==> config.mk <==
export PLATFORM = sky130hd
export DESIGN_NAME = huffman_sequencer_flat
export DESIGN_NICKNAME = d
export VERILOG_FILES = /design/src/rtl/huffman_sequencer_if.sv /design/src/rtl/huffman_sequencer.sv /design/src/flat_wrapper.sv
export SDC_FILE = /design/constraint.sdc
export NUM_CORES = 1
export LEC_CHECK = 0
export CAP_MARGIN = 40
export CORE_MARGIN = 4
export CORE_UTILIZATION = 33
export CTS_CLUSTER_DIAMETER = 200
export DETAILED_ROUTE_END_ITERATION = 16
export MAX_ROUTING_LAYER = met4
export PLACE_DENSITY = 0.67
export SYNTH_ARGS = -nofsm -noshare
export SYNTH_HDL_FRONTEND = slang
export SYNTH_SLANG_ARGS = --single-unit
==> constraint.sdc <==
create_clock -name clk_in -period 2.5 [get_ports clk_in]
set_input_delay 0.5 -clock clk_in [delete_from_list [all_inputs] [get_ports clk_in]]
set_output_delay 0.5 -clock clk_in [all_outputs]
set_load 0.005 [all_outputs]
==> src/rtl/huffman_sequencer_if.sv <==
`timescale 1ns/1ps
`default_nettype none
// ============================================================================
// Module   : huffman_sequencer_if
// Brief    : Pair-buffer, LUT, code-handshake and status bundle of the sequencer.
// Revision : 1.0
// ============================================================================
interface huffman_sequencer_if;
    logic        start_in;
    logic [6:0]  num_pairs_in;
    logic        rd_en_out;
    logic [5:0]  rd_addr_out;
    logic [7:0]  rd_run_in;
    logic [7:0]  rd_size_in;
    logic [7:0]  lut_run_out;
    logic [7:0]  lut_size_out;
    logic [15:0] lut_code_in;
    logic [15:0] code_out;
    logic        code_valid_out;
    logic        code_ready_in;
    logic        busy_out;
    logic        done_out;
    logic        err_out;

    modport slave (
        input  start_in, num_pairs_in, rd_run_in, rd_size_in, lut_code_in, code_ready_in,
        output rd_en_out, rd_addr_out, lut_run_out, lut_size_out, code_out,
               code_valid_out, busy_out, done_out, err_out
    );

    modport master (
        output start_in, num_pairs_in, rd_run_in, rd_size_in, lut_code_in, code_ready_in,
        input  rd_en_out, rd_addr_out, lut_run_out, lut_size_out, code_out,
               code_valid_out, busy_out, done_out, err_out
    );
endinterface
`default_nettype wire

==> src/rtl/huffman_sequencer.sv <==
`timescale 1ns/1ps
`default_nettype none
// ============================================================================
// Module   : huffman_sequencer
// Brief    : Walks one block of (run,size) pairs through the Huffman code LUT.
// Revision : 1.0
// ============================================================================
module huffman_sequencer #(
    parameter int MAX_PAIRS = 64
) (
    input  wire logic          clk_in,
    input  wire logic          rst_in,
    huffman_sequencer_if.slave bus
);
    localparam logic [2:0] c_IDLE    = 3'd0;
    localparam logic [2:0] c_FETCH   = 3'd1;
    localparam logic [2:0] c_LOOKUP  = 3'd2;
    localparam logic [2:0] c_EMIT    = 3'd3;
    localparam logic [2:0] c_DONE    = 3'd4;
    localparam logic [6:0] c_MAX_CNT = 7'(MAX_PAIRS);

    logic [2:0]  r_state;
    logic [2:0]  w_next;
    logic [6:0]  r_cnt;
    logic [5:0]  r_idx;
    logic        r_eob;
    logic        r_err;
    logic [7:0]  r_lut_run;
    logic [7:0]  r_lut_size;
    logic [15:0] r_code;

    logic [6:0]  w_clamped;
    logic        w_legal;
    logic        w_is_eob;
    logic        w_last;

    assign w_clamped = (bus.num_pairs_in > c_MAX_CNT) ? c_MAX_CNT : bus.num_pairs_in;
    assign w_is_eob  = (bus.rd_run_in == 8'd0) && (bus.rd_size_in == 8'd0);
    // Zero size is only meaningful as EOB (0,0) or ZRL (15,0).
    assign w_legal   = (bus.rd_run_in <= 8'd15) && (bus.rd_size_in <= 8'd10) &&
                       ((bus.rd_size_in != 8'd0) || (bus.rd_run_in == 8'd0) ||
                        (bus.rd_run_in == 8'd15));
    assign w_last    = ({1'b0, r_idx} == (r_cnt - 7'd1));

    always_ff @(posedge clk_in or negedge rst_in) begin
        if (!rst_in) begin
            r_state <= c_IDLE;
        end else begin
            r_state <= w_next;
        end
    end

    always_comb begin
        w_next = r_state;
        case (r_state)
            c_IDLE:   if (bus.start_in) w_next = (w_clamped == 7'd0) ? c_DONE : c_FETCH;
            c_FETCH:  w_next = c_LOOKUP;
            c_LOOKUP: w_next = w_legal ? c_EMIT : c_DONE;
            c_EMIT:   if (bus.code_ready_in) w_next = (r_eob || w_last) ? c_DONE : c_FETCH;
            c_DONE:   w_next = c_IDLE;
            default:  w_next = c_IDLE;
        endcase
    end

    always_ff @(posedge clk_in or negedge rst_in) begin
        if (!rst_in) begin
            r_cnt      <= 7'd0;
            r_idx      <= 6'd0;
            r_eob      <= 1'b0;
            r_err      <= 1'b0;
            r_lut_run  <= 8'd0;
            r_lut_size <= 8'd0;
            r_code     <= 16'd0;
        end else begin
            case (r_state)
                c_IDLE: begin
                    if (bus.start_in) begin
                        r_cnt <= w_clamped;
                        r_idx <= 6'd0;
                        r_eob <= 1'b0;
                        r_err <= 1'b0;
                    end
                end
                c_LOOKUP: begin
                    r_lut_run  <= bus.rd_run_in;
                    r_lut_size <= bus.rd_size_in;
                    if (w_legal) begin
                        r_code <= bus.lut_code_in;
                        r_eob  <= w_is_eob;
                    end else begin
                        r_err  <= 1'b1;
                    end
                end
                c_EMIT: begin
                    if (bus.code_ready_in && !(r_eob || w_last)) begin
                        r_idx <= r_idx + 6'd1;
                    end
                end
                default: ;
            endcase
        end
    end

    // In LOOKUP the LUT sees the buffer data directly so the code lands in the same cycle.
    always_comb begin
        bus.rd_en_out      = (r_state == c_FETCH);
        bus.rd_addr_out    = r_idx;
        bus.lut_run_out    = r_lut_run;
        bus.lut_size_out   = r_lut_size;
        if (r_state == c_LOOKUP) begin
            bus.lut_run_out  = bus.rd_run_in;
            bus.lut_size_out = bus.rd_size_in;
        end
        bus.code_out       = r_code;
        bus.code_valid_out = (r_state == c_EMIT);
        bus.busy_out       = (r_state != c_IDLE);
        bus.done_out       = (r_state == c_DONE);
        bus.err_out        = r_err;
    end
endmodule
`default_nettype wire

==> src/flat_wrapper.sv <==
// flat-port wrapper written by rule: the top's interface ports become plain ports
module huffman_sequencer_flat 
#(
    parameter int MAX_PAIRS = 64
)
  (clk_in, rst_in, bus_start_in, bus_num_pairs_in, bus_rd_run_in, bus_rd_size_in, bus_lut_code_in, bus_code_ready_in, bus_rd_en_out, bus_rd_addr_out, bus_lut_run_out, bus_lut_size_out, bus_code_out, bus_code_valid_out, bus_busy_out, bus_done_out, bus_err_out);
  huffman_sequencer_if bus_i ();
  input  wire logic clk_in;
  input  wire logic rst_in;
  input wire logic [$bits(bus_i.start_in)-1:0] bus_start_in;
  input wire logic [$bits(bus_i.num_pairs_in)-1:0] bus_num_pairs_in;
  input wire logic [$bits(bus_i.rd_run_in)-1:0] bus_rd_run_in;
  input wire logic [$bits(bus_i.rd_size_in)-1:0] bus_rd_size_in;
  input wire logic [$bits(bus_i.lut_code_in)-1:0] bus_lut_code_in;
  input wire logic [$bits(bus_i.code_ready_in)-1:0] bus_code_ready_in;
  output wire logic [$bits(bus_i.rd_en_out)-1:0] bus_rd_en_out;
  output wire logic [$bits(bus_i.rd_addr_out)-1:0] bus_rd_addr_out;
  output wire logic [$bits(bus_i.lut_run_out)-1:0] bus_lut_run_out;
  output wire logic [$bits(bus_i.lut_size_out)-1:0] bus_lut_size_out;
  output wire logic [$bits(bus_i.code_out)-1:0] bus_code_out;
  output wire logic [$bits(bus_i.code_valid_out)-1:0] bus_code_valid_out;
  output wire logic [$bits(bus_i.busy_out)-1:0] bus_busy_out;
  output wire logic [$bits(bus_i.done_out)-1:0] bus_done_out;
  output wire logic [$bits(bus_i.err_out)-1:0] bus_err_out;
  assign bus_i.start_in = bus_start_in;
  assign bus_i.num_pairs_in = bus_num_pairs_in;
  assign bus_i.rd_run_in = bus_rd_run_in;
  assign bus_i.rd_size_in = bus_rd_size_in;
  assign bus_i.lut_code_in = bus_lut_code_in;
  assign bus_i.code_ready_in = bus_code_ready_in;
  assign bus_rd_en_out = bus_i.rd_en_out;
  assign bus_rd_addr_out = bus_i.rd_addr_out;
  assign bus_lut_run_out = bus_i.lut_run_out;
  assign bus_lut_size_out = bus_i.lut_size_out;
  assign bus_code_out = bus_i.code_out;
  assign bus_code_valid_out = bus_i.code_valid_out;
  assign bus_busy_out = bus_i.busy_out;
  assign bus_done_out = bus_i.done_out;
  assign bus_err_out = bus_i.err_out;
  huffman_sequencer #(.MAX_PAIRS(MAX_PAIRS)) u_core (.clk_in(clk_in), .rst_in(rst_in), .bus(bus_i));
endmodule
==> results.md, run 1 <==
- Gr ovfl total: 0
- Post-synth cell types: 41
- Initial antenna violation count: 0
- Final setup violating endpoints: 0
- Fin nets: 336
- Routability cong.: 0.808
- Clock sink total: 50
- ANT nets after route: 0
- Met1 Use GR: about 17%
- Area of the mapped netlist: 2340 um2
- Clock buffer count from CTS: 5
- Synth warn: 0
- Placed Cells: 379
- Post-synthesis sequential area ratio: 53.6%
- Largest fanout on the critical path: 19
- Register-to-register setup slack: 250 ps
- Die X-Extent: 92.1 um
- Top post-synthesis cells by count: dfrtp_1 (50), mux2_2 (33), nand2_1 (13)
- Arrival @ worst endpoint: 1810 ps
- Routed WL per cell: 14.3 um
- Pwr dens: around 900 nW/um2
- Final hold slack: 296 ps
- Hold buffer count at CTS: 0
- Startpoint Class: flip-flop
- Peak VDD IR: 0.472 mV
- Tmin final: about 2300 ps
- HPWL Detailed: 4240 um
- Fmax: approximately 0.43 GHz
- WS Path Type: flip-flop to primary output
- Share of the synthesized area in the top cell type: a little over half
- Worst Path Required: around 2000 ps
- Global routing usage on met2: 22.2%
- GR Util All Layers: between 10 and 15%
- Relative slew margins: between 50% and 60%
- Cells after Synth: approximately 190
- CTS H-tree depth: 2
- Syn nets: 237
- Post-route worst setup slack: 187 ps
- Final Cycle Share: slightly above 90%
- Worst-Skew Late Latency: 300 ps
- Slew Limit Fails: 0
- Reg clk slew, reported paths: 90 ps
- Gr busiest metal: met2
- FF-to-FF path depth: 8
- CTS tree: built
- DRC: 0
- Hold Vio Cnt, Final: 0
- Place WS: -34.0 ps
- Syn_area_per_cell: between 10 and 15 um2
- Max Cap Viol: 0
- Clock Skew: approximately 5.2 ps
- Clk root buf: clkbuf_8
- DRT Pass-1 Iters: 4
- Most frequent cell after synthesis: dfrtp_1
- Initial DRC count: 44
- Port bufs: 85
- Total power: 3.06 mW
- Starting Density: 34.2%
- Worst setup EP type: primary output
- Die area: 8490 um2
- Setup TNS: 0 ps
- Routed vias: 1835
- Area leader, netlist: dfrtp_1
- Share of cells above drive strength 1: between 20% and 30%
- Fin cells: 388
- First-pass GRT wire length: approximately 9000 um
- Core area: 6830 um2
- Met3 usage: 3.94%
- Status: finished clean
- Ys flop type: dfrtp_1
- Post-synth ARST share: between 90% and 100%
- Yosys reg bits: 50
- Post-synth EDFFs: 0
- Via density: about 4.7
- Slew @ Worst Pin: approximately 640 ps
- Top Ports: 86
- Largest net degree at the start of global routing: 51
- Vias in the first global route: 1950
- Reg-to-Reg End: u_core.bus.rd_addr_out[1]$_DFFE_PN0P_
- Max clock buf depth: 2
- Top post-synthesis cells by area: dfrtp_1 (54%), mux2_2 (16%), nand2b_1 (2.1%)
- # rows: 30
- R2r startpoint: u_core.r_cnt[0]$_DFFE_PN0P_
- Drt total wl: approximately 5500 um
- Ant diodes: 0
- Layout area overhead: 49.1%
- Leak Pwr: 1.54 nW
- Worst hold-check path type: input pin to async pin
- RSZ-0062 raised after global routing: false
- Die Ht: roughly 92 um
==> critical path, stage by stage, from the launching register on <==
cell           delay, ps
dfrtp_2              460
nor3b_4              240
buf_12               190
mux2_2               360
dlygate4sd2_1        270
==> cell type report <==
class | instances | area, um2
multi-input combinational | 130 | 1040
timing repair buffer | 98 | 948
inverter | 6 | 22.5
clock buffer | 6 | 82.6
fill | 657 | 3350
tap | 96 | 120
sequential | 50 | 1250
clock inverter | 2 | 12.5
==> metrics by stage <==
stage                     util [%]  area, um2
after floorplan                  -       2340
after global placement        49.6       3390
after detailed placement      49.6       3390
after CTS                     51.0       3480
after global routing          51.0       3480
final                         51.0       3480
==> placed cells by master, fill, tap and decap left out, types with 3 or more instances in the layout <==
cell type        synthesis  layout
a21o_1                   4       4
a21oi_1                  3       3
buf_4                    0      11
clkbuf_8                 0       6
clkdlybuf4s50_1          0      68
dfrtp_1                 50      48
dlygate4sd2_1            0      16
inv_1                    6       6
mux2_2                  33      33
nand2_1                 13      13
nand2b_1                 8       8
nand3_1                  4       4
nand3b_1                 4       4
nor3_1                   4       4
nor3b_1                  5       4
nor4_1                   5       5
o211ai_1                 3       3
o21ai_0                  8       8
xnor2_1                  3       3
xor2_1                   5       5
==> report_power, final <==
part | total, mW | internal (mW) | switching [mW]
Clock | 0.486 | 0.223 | 0.264
Combinational | 1.36 | 0.785 | 0.575
Sequential | 1.22 | 1.05 | 0.169
Total | 3.06 | 2.06 | 1.01
==> state kept, by name, summed over array words and instances (netlist names) <==
signal                  count
u_core.bus.code_out        16
u_core.r_eob                1
u_core.bus.err_out          1
u_core.r_state              3
u_core.r_cnt                7
u_core.bus.rd_addr_out      6
u_core.r_lut_size           8
u_core.r_lut_run            8
==> routing by layer <==
| layer | wire, um | vias up |
|---|---|---|
| li1 | - | 891 |
| met1 | 2440 | 878 |
| met2 | 2660 | 59 |
| met3 | 380 | 7 |
| met4 | 53 | 0 |
| met5 | 0 | - |
==> timing repair <==
action                                 4_1_cts  5_1_grt
setup endpoints to repair                   16        0
resized for setup                           19        0
buffers inserted                             1        0
endpoints found under the hold margin        0        0
==> cell families after synthesis <==
group	after synthesis	share of synthesized area, %
simple gates	59	14.9
xor+xnor	8	3.00
buf+inv	12	2.30
mux	34	16.3
fa+ha+maj	2	1.07
compound gates	27	8.84
flops	50	53.6
==> how the worst max path moves through the flow <==
| stage | start | endpoint | cells after the start |
|---|---|---|---|
| floorplan | u_core.r_state[0]$_DFFE_PN0P_ | bus_lut_run_out[5] | 4 |
| global placement | bus_rd_run_in[3] | u_core.bus.code_out[11]$_DFFE_PN0P_ | 7 |
| detailed placement | bus_rd_run_in[3] | u_core.bus.code_out[13]$_DFFE_PN0P_ | 7 |
| CTS | u_core.r_state[0]$_DFFE_PN0P_ | bus_lut_run_out[3] | 4 |
| global route | bus_rd_run_in[3] | u_core.bus.code_out[13]$_DFFE_PN0P_ | 7 |
| finish | u_core.r_state[2]$_DFFE_PN0P_ | bus_lut_run_out[1] | 4 |
No activity file was read; power rests on OpenSTA's default activity.
==> run 2, diff against run 1 <==
--- a/config.mk
+++ b/config.mk
@@ -10,7 +10,6 @@
 export CORE_UTILIZATION = 33
 export CTS_CLUSTER_DIAMETER = 200
 export DETAILED_ROUTE_END_ITERATION = 16
-export MAX_ROUTING_LAYER = met4
 export PLACE_DENSITY = 0.67
 export SYNTH_ARGS = -nofsm -noshare
 export SYNTH_HDL_FRONTEND = slang
==> results.md, run 2 (same netlist as run 1, synthesis figures left out) <==
- Status: finished clean
- Core area: 6830 um2
- Arrival @ worst endpoint: 1820 ps
- Reg clk slew, reported paths: 90 ps
- Final Cycle Share: 92.7%
- Slew @ Worst Pin: 639 ps
- Final hold slack: 295 ps
- CTS H-tree depth: 2
- Gate power share: 44.4%
- Relative slew margins: 57.4%
- Peak VDD IR: 0.475 mV
- CP Launch Point: u_core.r_state[0]$_DFFE_PN0P_
- Clk pwr share: 15.9%
- Tmin final: 2320 ps
- Fin nets: 336
- Clock sink total: 50
- Leak Pwr: 1.54 nW
- Fmax: 0.431 GHz
- Ant diodes: 0
- Post-route worst setup slack: between 150 and 200 ps
- Pwr dens: 880 nW/um2
- Placed Cells: ~380
- HPWL Detailed: 4240 um
- Reg power frac: 39.7%
- Vias in the first global route: 1949
- Startpoint Class: flip-flop
- CTS tree: built
- Max reg flops: 16
- Drt total wl: 5560 um
- Clock buffer count from CTS: 5
- Die X-Extent: 92.1 um
- # rows: 30
- Largest fanout on the critical path: 19
- Share of cells above drive strength 1: 21.9%
- Gr ovfl total: 0
- Initial DRC count: 44
- ANT nets after route: 0
- DRC: 0
- Routed WL per cell: around 14 um
- WS Path Type: flip-flop to primary output
- Largest net degree at the start of global routing: slightly above 50
- GR Util All Layers: 13.4%
- R2r startpoint: u_core.r_cnt[0]$_DFFE_PN0P_
- Clk root buf: clkbuf_8
- Max clock buf depth: 2
- DRT Pass-1 Iters: 4
- Commonest non-fill, non-tap cell in the layout: clkdlybuf4s50_1
- Port bufs: 85
- Clock Skew: 7.31 ps
- Starting Density: between 30 and 40%
- Int Power: 2.06 mW
- Place WS: -34.0 ps
- Hold Vio Cnt, Final: 0
- Via density: 4.72
- Final setup violating endpoints: 0
- Worst setup EP type: primary output
- Die Ht: ~92 um
- Initial antenna violation count: 0
- Die area: approximately 8500 um2
- Routed vias: 1833
- Top Ports: 86
- Worst hold-check path type: input pin to async pin
- Worst Path Required: 2000 ps
- Worst-Skew Late Latency: 300 ps
- Slew Limit Fails: 0
- Max Cap Viol: 0
- Net Switching: 1.01 mW
- Routability cong.: 0.797
- First-pass GRT wire length: 9160 um
- Fin cells: 388
- Commonest non-fill, non-tap cells in the layout: clkdlybuf4s50_1 (68), dfrtp_1 (48), mux2_2 (33), dlygate4sd2_1 (16), nand2_1 (13)
- Post-route core utilization: approximately half
- Total power: ~3 mW
- Switching portion of total power: 32.9%
- RSZ-0062 raised after global routing: false
- Layout area overhead: 49.1%
==> run 2: cell counts in the layout (fill, tap and decap cells not counted) <==
Identical to the previous run, type by type.
==> run 2: final timing paths <==
check	end	slack [ps]	depth (start not counted)
hold / removal	u_core.bus.rd_addr_out[3]$_DFFE_PN0P_	300	2
setup reg to reg	u_core.bus.rd_addr_out[1]$_DFFE_PN0P_	250	8
min in group clk_in	u_core.r_lut_size[2]$_DFF_PN0_	500	1
max in group asynchronous	u_core.r_state[2]$_DFFE_PN0P_	1730	2
hold reg to reg	u_core.r_lut_size[2]$_DFF_PN0_	500	1
setup / recovery	bus_lut_size_out[5]	180	4
==> run 2: worst max-delay path: stages, from the launching register on <==
cell	delay, ps
dfrtp_2	470
nor3b_4	230
buf_12	190
mux2_2	360
dlygate4sd2_1	270
==> run 2: what timing repair did <==
action | in CTS | in global routing
setup buffers | 1 | 0
hold buffers | 0 | 0
resized for setup | 19 | 0
setup endpoints to repair | 16 | 0
==> run 2: final cells by class <==
type	count	area (um2)
fillers	657	3350
clock buffers	6	82.6
multi-input cells	130	1040
inverters	6	22.5
flip-flops and latches	50	1250
clock inverters	2	12.5
well taps	96	120
repair buffers	98	948
==> run 2: metrics by stage <==
stage / setup TNS (ps) / area (um2)
after detailed placement: -395 / 3390
after global placement: 0 / 3390
after CTS: 0 / 3480
final: 0 / 3480
after global routing: 0 / 3480
after floorplan: 0 / 2340
==> run 2: power groups by stage <==
stage / logic [mW] / registers, mW / clock network (mW)
3_3_place_gp: 1.47 / 1.22 / 0
2_1_floorplan: 0.773 / 1.18 / 0
3_5_place_dp: 1.48 / 1.24 / 0
6_report: 1.36 / 1.22 / 0.487
4_1_cts: 1.39 / 1.22 / 0.511
5_1_grt: 1.51 / 1.24 / 0.538
==> run 2: routing by layer <==
| layer | GRT usage [%] | vias to the layer above | wire, um |
|---|---|---|---|
| li1 | - | 888 | - |
| met1 | 16.8 | 879 | 2400 |
| met2 | 22.1 | 59 | 2670 |
| met3 | 4.68 | 7 | 435 |
| met4 | 3.34 | 0 | 53 |
| met5 | 0 | - | 0 |
==> run 3, diff against run 2 <==
--- a/config.mk
+++ b/config.mk
@@ -6,11 +6,13 @@
 export NUM_CORES = 1
 export LEC_CHECK = 0
 export CAP_MARGIN = 40
+export CORE_ASPECT_RATIO = 0.8
 export CORE_MARGIN = 4
 export CORE_UTILIZATION = 33
 export CTS_CLUSTER_DIAMETER = 200
 export DETAILED_ROUTE_END_ITERATION = 16
 export PLACE_DENSITY = 0.67
+export REMOVE_ABC_BUFFERS = 1
 export SYNTH_ARGS = -nofsm -noshare
 export SYNTH_HDL_FRONTEND = slang
 export SYNTH_SLANG_ARGS = --single-unit
==> results.md, run 3 (same netlist as run 1, synthesis figures left out) <==
- Worst-Skew Late Latency: 300 ps
- Slowest cell delay on critical path: 440 ps
- Largest fanout on the critical path: 10
- Crit-path slowest cell: dfrtp_2
- Die Ht: 83.3 um
- Fill count: 630
- Multi-input logic area: 1050 um2
- Final Cycle Share: 97.6%
- RSZ-0062 raised after global routing: true
- Max reg flops: 16
- Ant diodes: 0
- Worst hold-check path type: input pin to async pin
- CP Cell Sequence: nor3b_4, buf_4, buf_4, buf_12, mux2_2, dlygate4sd2_1
- Fin nets: 339
- Routability cong.: 0.775
- ANT nets after route: 0
- Initial antenna violation count: 0
- Max Cap Viol: 0
- Reg area: between 1000 and 1500 um2
- HPWL Detailed: 4170 um
- Register-to-register setup slack: 280 ps
- Hold buffer count at CTS: 0
- Initial DRC count: 61
- Hold Vio Cnt, Final: 0
- Routed WL per cell: ~15 um
- Max clock buf depth: 2
- Worst Path Required: around 2000 ps
- Layout area overhead: 53.6%
- Place WS: 5.86 ps
- Core area: 6890 um2
- Routed vias: 1873
- CTS H-tree depth: 2
- Starting Density: 33.9%
- Final hold slack: 196 ps
- Fmax: 0.410 GHz
- Reg clk slew, reported paths: about 90 ps
- Commonest non-fill, non-tap cells in the layout: clkdlybuf4s50_1 (68), dfrtp_1 (47), mux2_2 (32), nand2_1 (13), buf_4 (11)
- CTS tree: built
- Die area: 8500 um2
- Clk root buf: clkbuf_8
- R2r startpoint: u_core.r_cnt[0]$_DFFE_PN0P_
- GR Util All Layers: 13.6%
- WS Path Type: flip-flop to primary output
- Peak VDD IR: 0.523 mV
- FF-to-FF path depth: 8
- Slew Limit Fails: 0
- Clock buffer count from CTS: 5
- Tmin final: 2440 ps
- Arrival @ worst endpoint: 1940 ps
- Vias in the first global route: between 1500 and 2000
- CP most frequent cell: buf_4
- Worst setup EP type: primary output
- Final setup violating endpoints: 0
- Status: finished clean
- Commonest non-fill, non-tap cell in the layout: clkdlybuf4s50_1
- Die X-Extent: approximately 100 um
- Post-route worst setup slack: 60.4 ps
- Drt total wl: around 5600 um
- Clock sink total: 50
- Clock Skew: 8.48 ps
- Via density: 4.92
- Relative slew margins: between 60% and 70%
- DRC: 0
- DRT Pass-1 Iters: 4
- Leak Pwr: 1.62 nW
- Share of cells above drive strength 1: a little under a quarter
- Buf/Inv on CP: 4
- Largest net degree at the start of global routing: 27
- Setup TNS: 0 ps
- Top Ports: 86
- Crit path max-delay family: buffers and inverters
- Pwr dens: between 900 and 1000 nW/um2
- # rows: 27
- Gr ovfl total: 0
- Slew @ Worst Pin: approximately 600 ps
- Port bufs: 85
- First-pass GRT wire length: about 9400 um
- Reg-to-Reg End: u_core.bus.rd_addr_out[1]$_DFFE_PN0P_
- Total power: 3.33 mW
- Startpoint Class: flip-flop
run 3: cell type report:
type,instances,share of cell area [%]
Sequential cell,50,35.0
Tap cell,87,3.03
Multi-Input combinational cell,130,29.3
Inverter,6,0.628
Clock buffer,6,2.30
Clock inverter,1,0.837
Timing Repair Buffer,101,28.9
run 3: timing repair:
| action | 4_1_cts | 5_1_grt |
|---|---|---|
| gates cloned | 1 | 0 |
| setup buffers | 5 | 1 |
| gates resized for setup | 15 | 15 |
| pin swaps | 1 | 1 |
| endpoints found under the setup margin | 16 | 7 |
run 3: power breakdown:
group / leakage, nW / switching (mW) / internal [mW] / total, mW
combinational: 0.921 / 0.632 / 0.914 / 1.55
clock: 0.0573 / 0.263 / 0.320 / 0.583
sequential: 0.646 / 0.154 / 1.05 / 1.20
run 3: through the flow:
stage | instance area [um2] | std cells | utilization [%]
after floorplan | 2300 | 186 | -
after global placement | 3370 | 367 | 48.9
after CTS | 3540 | 380 | 51.4
after global routing | 3590 | 381 | 52.1
after detailed placement | 3370 | 367 | 48.9
final | 3590 | 381 | 52.1
run 3: worst max-delay path by stage:
stage / slack (ps) / startpoint / cells after the start / to
after floorplan: -450 / u_core.r_state[0]$_DFFE_PN0P_ / 3 / u_core.bus.code_out[0]$_DFFE_PN0P_
after global placement: 20 / bus_rd_run_in[3] / 7 / u_core.bus.code_out[15]$_DFFE_PN0P_
after detailed placement: 6 / bus_rd_run_in[2] / 7 / u_core.bus.code_out[5]$_DFFE_PN0P_
after CTS: -20 / u_core.r_state[2]$_DFFE_PN0P_ / 5 / bus_lut_size_out[6]
after global routing: -40 / u_core.r_state[0]$_DFFE_PN0P_ / 6 / bus_lut_run_out[5]
final: 60 / u_core.r_state[0]$_DFFE_PN0P_ / 6 / bus_lut_size_out[5]
run 3: worst reg2reg max path: stages (launching register included):
cell and delay, ps:
dfrtp_1 430, inv_1 80, ha_1 200, nor3b_1 250
xnor2_1 150, nand3_1 130, a2111oi_4 510, or2_2 240
mux2i_1 170
run 3: metal layers:
metal	track usage, %	routed length, um
met1	17.9	2430
met2	21.2	2680
met3	5.29	444
met4	3.22	31
met5	0	0
